`config.mk`:
```
export PLATFORM = sky130hd
export DESIGN_NAME = mem_arbiter
export DESIGN_NICKNAME = d
export VERILOG_FILES = /design/src/rtl/mem_arb_pkg.sv /design/src/rtl/mem_arbiter.sv
export SDC_FILE = /design/constraint.sdc
export NUM_CORES = 1
export LEC_CHECK = 0
export BUFFER_PORTS_ARGS = -buffer_cell sky130_fd_sc_hd__clkbuf_2
export CAP_MARGIN = 10
export CORE_MARGIN = 3
export CORE_UTILIZATION = 30
export CTS_BUF_LIST = sky130_fd_sc_hd__clkbuf_2
export DETAILED_ROUTE_END_ITERATION = 10
export GPL_ROUTABILITY_DRIVEN = 0
export PLACE_DENSITY = 0.51
export SYNTH_ARGS = -nofsm -noshare
export SYNTH_HDL_FRONTEND = slang
export SYNTH_SLANG_ARGS = --single-unit
```
`constraint.sdc`:
```
create_clock -name clk -period 4 [get_ports clk]
set_clock_uncertainty 0.15 [all_clocks]
set_input_delay 0 -clock clk [delete_from_list [all_inputs] [get_ports clk]]
set_output_delay 0 -clock clk [all_outputs]
set_load 0.005 [all_outputs]
```
`src/rtl/mem_arb_pkg.sv`:
```
// Shared types and default widths for the LC-3 memory arbiter.
package mem_arb_pkg;

    localparam int ADDR_W = 16;
    localparam int DATA_W = 16;
    localparam int BE_W   = DATA_W / 8;

    // Arbiter FSM states.
    typedef enum logic [2:0] {
        IDLE    = 3'd0,
        SERVE_I = 3'd1,
        SERVE_D = 3'd2,
        RESP_I  = 3'd3,
        RESP_D  = 3'd4
    } arb_state_e;

    // One latched memory request.
    typedef struct packed {
        logic              read;
        logic              write;
        logic [BE_W-1:0]   byte_enable;
        logic [ADDR_W-1:0] address;
        logic [DATA_W-1:0] wdata;
    } mem_req_t;

    // Build a request from client strobes. A client raising read and write
    // together is forwarded as a write only.
    function automatic mem_req_t make_req(
        input logic              rd,
        input logic              wr,
        input logic [BE_W-1:0]   be,
        input logic [ADDR_W-1:0] addr,
        input logic [DATA_W-1:0] wdata
    );
        mem_req_t req;
        req.read        = rd & ~wr;
        req.write       = wr;
        req.byte_enable = be;
        req.address     = addr;
        req.wdata       = wdata;
        return req;
    endfunction

endpackage

```
`src/rtl/mem_arbiter.sv`:
```
// Two-client (instruction fetch / data) arbiter onto one single-port memory.
// Data client has priority; after a D access a pending I access goes first,
// so neither client can starve the other.
// The request register is a mem_arb_pkg::mem_req_t, so overriding the width
// parameters requires the package widths to match.
module mem_arbiter
    import mem_arb_pkg::*;
#(
    parameter int ADDR_W = 16,
    parameter int DATA_W = 16,
    parameter int BE_W   = DATA_W / 8
) (
    input  logic              clk,
    input  logic              rst_n,
    // instruction-fetch client
    input  logic              i_read,
    input  logic              i_write,
    input  logic [BE_W-1:0]   i_byte_enable,
    input  logic [ADDR_W-1:0] i_address,
    input  logic [DATA_W-1:0] i_wdata,
    output logic              i_resp,
    output logic [DATA_W-1:0] i_rdata,
    // data client
    input  logic              d_read,
    input  logic              d_write,
    input  logic [BE_W-1:0]   d_byte_enable,
    input  logic [ADDR_W-1:0] d_address,
    input  logic [DATA_W-1:0] d_wdata,
    output logic              d_resp,
    output logic [DATA_W-1:0] d_rdata,
    // memory side
    output logic              m_read,
    output logic              m_write,
    output logic [BE_W-1:0]   m_byte_enable,
    output logic [ADDR_W-1:0] m_address,
    output logic [DATA_W-1:0] m_wdata,
    input  logic              m_resp,
    input  logic [DATA_W-1:0] m_rdata
);

    arb_state_e        r_state;
    arb_state_e        w_state_next;
    mem_req_t          r_req;
    mem_req_t          w_req_next;
    mem_req_t          w_req_i;
    mem_req_t          w_req_d;
    logic              w_pend_i;
    logic              w_pend_d;
    logic              w_serve_next;
    logic              r_last_d;

    logic              r_m_read;
    logic              r_m_write;
    logic [BE_W-1:0]   r_m_byte_enable;
    logic [ADDR_W-1:0] r_m_address;
    logic [DATA_W-1:0] r_m_wdata;
    logic              r_i_resp;
    logic              r_d_resp;
    logic [DATA_W-1:0] r_i_rdata;
    logic [DATA_W-1:0] r_d_rdata;

    // Next-state, grant decision and request-register load.
    always_comb begin
        w_state_next = r_state;
        w_req_next   = r_req;
        w_pend_i     = i_read | i_write;
        w_pend_d     = d_read | d_write;
        w_req_i      = make_req(i_read, i_write, i_byte_enable, i_address, i_wdata);
        w_req_d      = make_req(d_read, d_write, d_byte_enable, d_address, d_wdata);
        case (r_state)
            IDLE: begin
                if (w_pend_d && !(w_pend_i && r_last_d)) begin
                    w_state_next = SERVE_D;
                    w_req_next   = w_req_d;
                end else if (w_pend_i) begin
                    w_state_next = SERVE_I;
                    w_req_next   = w_req_i;
                end else begin
                    w_state_next = IDLE;
                end
            end
            SERVE_I: begin
                if (m_resp) begin
                    w_state_next = RESP_I;
                end else begin
                    w_state_next = SERVE_I;
                end
            end
            SERVE_D: begin
                if (m_resp) begin
                    w_state_next = RESP_D;
                end else begin
                    w_state_next = SERVE_D;
                end
            end
            RESP_I:  w_state_next = IDLE;
            RESP_D:  w_state_next = IDLE;
            default: w_state_next = IDLE;
        endcase
        w_serve_next = (w_state_next == SERVE_I) || (w_state_next == SERVE_D);
    end

    // State, request register and registered memory-side / response strobes.
    always_ff @(posedge clk or negedge rst_n) begin
        if (!rst_n) begin
            r_state         <= IDLE;
            r_req           <= '0;
            r_m_read        <= 1'b0;
            r_m_write       <= 1'b0;
            r_m_byte_enable <= {BE_W{1'b0}};
            r_m_address     <= {ADDR_W{1'b0}};
            r_m_wdata       <= {DATA_W{1'b0}};
            r_i_resp        <= 1'b0;
            r_d_resp        <= 1'b0;
        end else begin
            r_state         <= w_state_next;
            r_req           <= w_req_next;
            r_m_read        <= w_serve_next & w_req_next.read;
            r_m_write       <= w_serve_next & w_req_next.write;
            r_m_byte_enable <= w_serve_next ? w_req_next.byte_enable : {BE_W{1'b0}};
            r_m_address     <= w_serve_next ? w_req_next.address : {ADDR_W{1'b0}};
            r_m_wdata       <= w_serve_next ? w_req_next.wdata : {DATA_W{1'b0}};
            r_i_resp        <= (w_state_next == RESP_I);
            r_d_resp        <= (w_state_next == RESP_D);
        end
    end

    // Fairness bit: remembers which client completed most recently.
    always_ff @(posedge clk or negedge rst_n) begin
        if (!rst_n) begin
            r_last_d <= 1'b0;
        end else if (m_resp && (r_state == SERVE_D)) begin
            r_last_d <= 1'b1;
        end else if (m_resp && (r_state == SERVE_I)) begin
            r_last_d <= 1'b0;
        end else begin
            r_last_d <= r_last_d;
        end
    end

    // Read-data capture; each client's value holds until its next read completes.
    always_ff @(posedge clk or negedge rst_n) begin
        if (!rst_n) begin
            r_i_rdata <= {DATA_W{1'b0}};
            r_d_rdata <= {DATA_W{1'b0}};
        end else if (m_resp && r_req.read && (r_state == SERVE_I)) begin
            r_i_rdata <= m_rdata;
        end else if (m_resp && r_req.read && (r_state == SERVE_D)) begin
            r_d_rdata <= m_rdata;
        end else begin
            r_i_rdata <= r_i_rdata;
            r_d_rdata <= r_d_rdata;
        end
    end

    assign m_read        = r_m_read;
    assign m_write       = r_m_write;
    assign m_byte_enable = r_m_byte_enable;
    assign m_address     = r_m_address;
    assign m_wdata       = r_m_wdata;
    assign i_resp        = r_i_resp;
    assign d_resp        = r_d_resp;
    assign i_rdata       = r_i_rdata;
    assign d_rdata       = r_d_rdata;

endmodule
```
==> results of run 1 <==
## cell usage after synthesis, drive strengths merged
master / count / area [um2]
dfrtp: 110 / 2753
nor2: 51 / 214.0
mux2: 32 / 360.4
inv: 19 / 71.32
nor3: 18 / 90.09
a222oi: 17 / 170.2
o22ai: 17 / 168.9
buf: 14 / 100.1
nand2: 9 / 33.78
a21oi: 6 / 41.29
a211o: 3 / 35.04
a211oi: 3 / 35.03
o21ai: 3 / 15.01
nor2b: 2 / 12.51
o21bai: 2 / 15.01
a2111oi: 1 / 8.760
a22oi: 1 / 7.510
and2: 1 / 6.260
and3: 1 / 6.260
and3b: 1 / 8.760
and4bb: 1 / 12.51
clkbuf: 1 / 3.750
nand3: 1 / 5.000
nand3b: 1 / 11.26
nor4bb: 1 / 10.01
or2: 1 / 6.260
or3: 1 / 11.26
or4: 1 / 7.510
## stage by stage
step | hold WS, ns | worst slack (ns) | instance area (um2) | util (%)
after detailed placement | 0.09676 | 1.570 | 5147 | 38.11
after floorplan | -0.4456 | 2.053 | 4220 | -
after global placement | 0.07786 | 1.666 | 5147 | 38.11
## cell families after synthesis
| group | share of synthesized area (%) |
|---|---|
| buffers and inverters | 4.150 |
| flip-flops | 65.22 |
| AND/OR/NAND/NOR | 10.32 |
| multiplexers | 8.538 |
| AO/OA/AOI/OAI | 11.77 |
==> impl_metrics.yaml, run 1 <==
synth:
  net_count_after_synthesis: 410
  synth-seq-area-share_pct: 65.22
  synth_cell_types: 35
  synthesis.yosys.warnings: 0
  mapped_avg_cell_area_um2: 13.23
  post_synth_instance_area_mm2: 0.004220
  postSynthRegisterBits: 110
  post_synth_inst_count: 319
cts:
  postCtsSetupRepairBufs: 0
  clockBufferDepth: 2
  cts_made_buffers: 9
  htreeDepth: 3
  tritoncts_num_sinks: 110
  holdBufCountCts: 132
  post_cts_resized: 0
  cts_root_buf: "sky130_fd_sc_hd__clkbuf_2"
floorplan:
  chipHeight_um: 124.6
  rows: 42
  floorplan.die.width_um: 124.6
  top_level_ports: 161
  initial_utilization_pct: 31.25
placement:
  portBuffers: 160
  dp_cells: 641
  dp.final_hpwl_um: 7541
run_status:
  failed_stage: "clock tree synthesis"
  run_status: "did not finish"
  error: "[ERROR RSZ-0060] Max buffer count reached."
==> run 2: changes to the inputs <==
--- a/config.mk
+++ b/config.mk
@@ -8,11 +8,10 @@
 export BUFFER_PORTS_ARGS = -buffer_cell sky130_fd_sc_hd__clkbuf_2
 export CAP_MARGIN = 10
 export CORE_MARGIN = 3
-export CORE_UTILIZATION = 30
-export CTS_BUF_LIST = sky130_fd_sc_hd__clkbuf_2
+export CORE_UTILIZATION = 20
 export DETAILED_ROUTE_END_ITERATION = 10
 export GPL_ROUTABILITY_DRIVEN = 0
-export PLACE_DENSITY = 0.51
+export PLACE_DENSITY_LB_ADDON = 0.15
 export SYNTH_ARGS = -nofsm -noshare
 export SYNTH_HDL_FRONTEND = slang
 export SYNTH_SLANG_ARGS = --single-unit
==> run 2 against run 1 <==
Net effect:
- the run now ends clean
- area after synthesis unchanged
- synthesized cell count unchanged
==> impl_metrics.yaml, run 2 <==
floorplan:
  top_level_ports: 161
  floorplan.die.width_um: 151.3
  chipHeight_um: 151.3
  die_area_mm2: 0.02288
  rows: 52
  core_region_area_mm2: 0.02049
  initial_utilization_pct: 20.59
worst_setup_path:
  cp_top_family: "compound AO/OA/AOI/OAI gates"
  critPathLaunchType: "register"
  category_of_the_critical_setup_timing_path: "reg -> reg"
  worstPathBufferInverterCount: 1
  timing.critical_path.arrival_ns: 3.11
  cp_cell_sequence: "or3_4, a211oi_4, a222oi_1, dlygate4sd3_1, nor2_2"
  critical-path-max-stage-delay_ns: 0.79
  critical_path.slowest_cell: "sky130_fd_sc_hd__a211oi_4"
  required_ns: 4.13
  crit_fanout: 18
  end_kind: "register"
pwr:
  power_leakage_nw: 3.198
  p_int_w: 0.003228
  worst_ir_drop_vdd_mv: 0.2413
  power.share.clock_pct: 19.0
  power.density_cell_area_mw_per_mm2: 737.0
  p_switching_w: 0.001674
  comb_power_share_pct: 43.4
  sequentialPowerShare_pct: 37.6
  switching_share_pct: 34.15
grt:
  grt_use_total_pct: 11.10
  initial_antenna_violation_count: 0
  grt.overflow.total: 0
  grtUsageMet2_pct: 19.43
  met1_resource_use_gr_pct: 13.42
  grt_start_max_net_pins: 72
  via_count_of_the_first_global_routing_pass: 3757
  grt.busiest_layer: "met2"
  first_pass_grt_wire_length_um: 19400
  met3_usage_pct: 2.005
cells_and_area:
  largest_register_ff_count: 36
  layout.cells.most_common_list: "159 x sky130_fd_sc_hd__clkbuf_2, 110 x sky130_fd_sc_hd__dfrtp_1, 107 x sky130_fd_sc_hd__dlygate4sd3_1"
  share_of_layout_cells_above_drive_strength_1_pct: 39.90
  footprint_of_the_multi_input_gates_mm2: 0.001292
  max_flop_register: "r_req"
  finalCoreUtilization_pct: 32.45
  final_cells: 859
  area_delta_synth_final_pct: 57.57
  fillers: 2118
  final_net_count: 675
  seq_area_mm2: 0.002753
  antennaDiodeCount: 0
  layout_commonest_cell: "sky130_fd_sc_hd__clkbuf_2"
synth:
  synth_simple_gate_area_share_pct: 10.32
  post-synth-top-area-fraction_pct: 65.22
  yosys.area_share.xor_xnor_pct: 0
  post_synth_inst_count: 319
  synth_compound_area_share_pct: 11.77
  postSynthRegisterBits: 110
  post_synth_instance_area_mm2: 0.004220
  synthMuxAreaShare_pct: 8.538
  synthesis.yosys.warnings: 0
  synth_adder_area_share_pct: 0
  netlist.top_cell.by_area: "sky130_fd_sc_hd__dfrtp_1"
  asyncSetResetFlopFracSynth_pct: 100.0
  synth-seq-area-share_pct: 65.22
  mapped_avg_cell_area_um2: 13.23
  synth_top_flop_cell: "sky130_fd_sc_hd__dfrtp_1"
  synth.area.top_cells: "sky130_fd_sc_hd__dfrtp_1 65%, sky130_fd_sc_hd__mux2_2 8.5%, sky130_fd_sc_hd__a222oi_1 4.0%"
  synth.cells.most_frequent: "110 x sky130_fd_sc_hd__dfrtp_1, 42 x sky130_fd_sc_hd__nor2_1, 32 x sky130_fd_sc_hd__mux2_2, 19 x sky130_fd_sc_hd__inv_1, 18 x sky130_fd_sc_hd__nor3_1"
  post-synth-top-count-cell: "sky130_fd_sc_hd__dfrtp_1"
  synth_top_family_by_area: "compound AO/OA/AOI/OAI gates"
  post_synth_edffs: 0
  net_count_after_synthesis: 410
  synth_cell_types: 35
routing:
  routed_wirelength_um: 12740
  routed-via-count: 3577
  route.detailed.wl_per_inst_um: 14.83
  antenna_violating_nets_post_route: 0
  drc: 0
  detailedRoute.firstIterationViolations: 226
  detailedRoute.firstPassIterationCount: 5
  viasPerCell: 4.164
sta:
  final-setup-viol-count: 0
  maxSlewHeadroom_pct: 36.32
  timing.setup.tns_ns: 0
  period_share_pct: 74.51
  setup_repair_after_global_routing_missed_its_margin: "no"
  time_the_worst_path_needs_with_i_o_delays_and_setup_ns: 2.980
  clock.fmax_mhz: 335.5
  finalHoldViolations: 0
  worst_pin_slew_ns: 0.9552
  report.final.slew_viol_count: 0
cts:
  clockBufferDepth: 2
  post_cts_resized: 0
  cts_root_buf: "sky130_fd_sc_hd__clkbuf_16"
  cts_tree: "yes"
  worstSkewPairLatency_ns: 0.35
  tritoncts_num_sinks: 110
  cts.clk_slew.worst_paths_ns: 0.08
  cts_made_buffers: 9
  htreeDepth: 3
placement:
  dp_cells: 736
  dp.final_hpwl_um: 8290
  portBuffers: 160
run_status:
  run_status: "finished, final reports clean"
run:
  timing.max_cap.violations: 0
min_path:
  min-delay-path-class: "in -> reg"
run 2: cell counts after synthesis:
No cell type changed its count.
run 2: layout make-up:
type | count | share of cell area (%)
Clock inverter | 7 | 1.223
Tap cell | 270 | 5.080
Multi-Input combinational cell | 175 | 19.44
Inverter | 19 | 1.072
Sequential cell | 110 | 41.39
Clock buffer | 9 | 3.387
Timing Repair Buffer | 269 | 28.41
run 2: per-stage QoR:
step           area, um2  worst slack, ns  hold WS [ns]  total power [W]
2_1_floorplan       4220            2.053       -0.4456         0.002926
4_1_cts             6650            1.007       0.05551         0.004982
3_5_place_dp        5273            1.566       0.07171         0.003601
6_report            6650            1.020       0.08604         0.004901
5_1_grt             6650           0.7884        0.1241         0.005273
3_3_place_gp        5273            1.570       0.05968         0.003553
run 2: cells by family after synthesis:
| group | count (synthesis) |
|---|---|
| and+or+nand+nor | 90 |
| buffers and inverters | 34 |
| muxes | 32 |
| DFF | 110 |
| AOI/OAI and AO/OA | 53 |
run 2: layer usage:
layer	vias up	routed length (um)	share of wire (%)
met4	0	227	1.8
met2	98	6584	52
met1	1797	5279	41
met3	11	650	5.1
li1	1671	-	-
met5	-	0	0
run 2: final timing paths:
kind	startpoint	endpoint	slack, ns	depth (start not counted)
setup / recovery	r_state[1]	m_wdata[12]	1.02	5
min in group asynchronous	rst_n	m_wdata[5]	0.15	2
hold reg to reg	d_rdata[1]	d_rdata[1]	0.36	1
max in group asynchronous	rst_n	r_req[27]	2.45	3
setup reg to reg	r_state[1]	m_wdata[12]	1.02	5
hold / removal	d_read	r_req[34]	0.09	4
run 2: worst reg2reg max path, stage by stage (launching register included):
cell                            delay, ns
sky130_fd_sc_hd__dfrtp_1             0.47
sky130_fd_sc_hd__or3_4               0.48
sky130_fd_sc_hd__a211oi_4            0.80
sky130_fd_sc_hd__a222oi_1            0.26
sky130_fd_sc_hd__dlygate4sd3_1       0.66
sky130_fd_sc_hd__nor2_2              0.09
run 2: what timing repair did:
item / 4_1_cts / 5_1_grt
endpoints found under the hold margin: 179 / 0
setup buffers: 0 / 0
hold buffers: 107 / 0
endpoints found under the setup margin: 0 / 0
run 2: power by group through the flow:
| stage | combinational (W) | clock, W | sequential, W |
|---|---|---|---|
| global route | 0.00236 | 0.00102 | 0.00189 |
| finish | 0.00213 | 0.000932 | 0.00184 |
| detailed placement | 0.00174 | 0 | 0.00186 |
| CTS | 0.00216 | 0.000980 | 0.00185 |
| floorplan | 0.00107 | 0 | 0.00185 |
| global placement | 0.00170 | 0 | 0.00185 |
(Power assumes the default switching activity.)
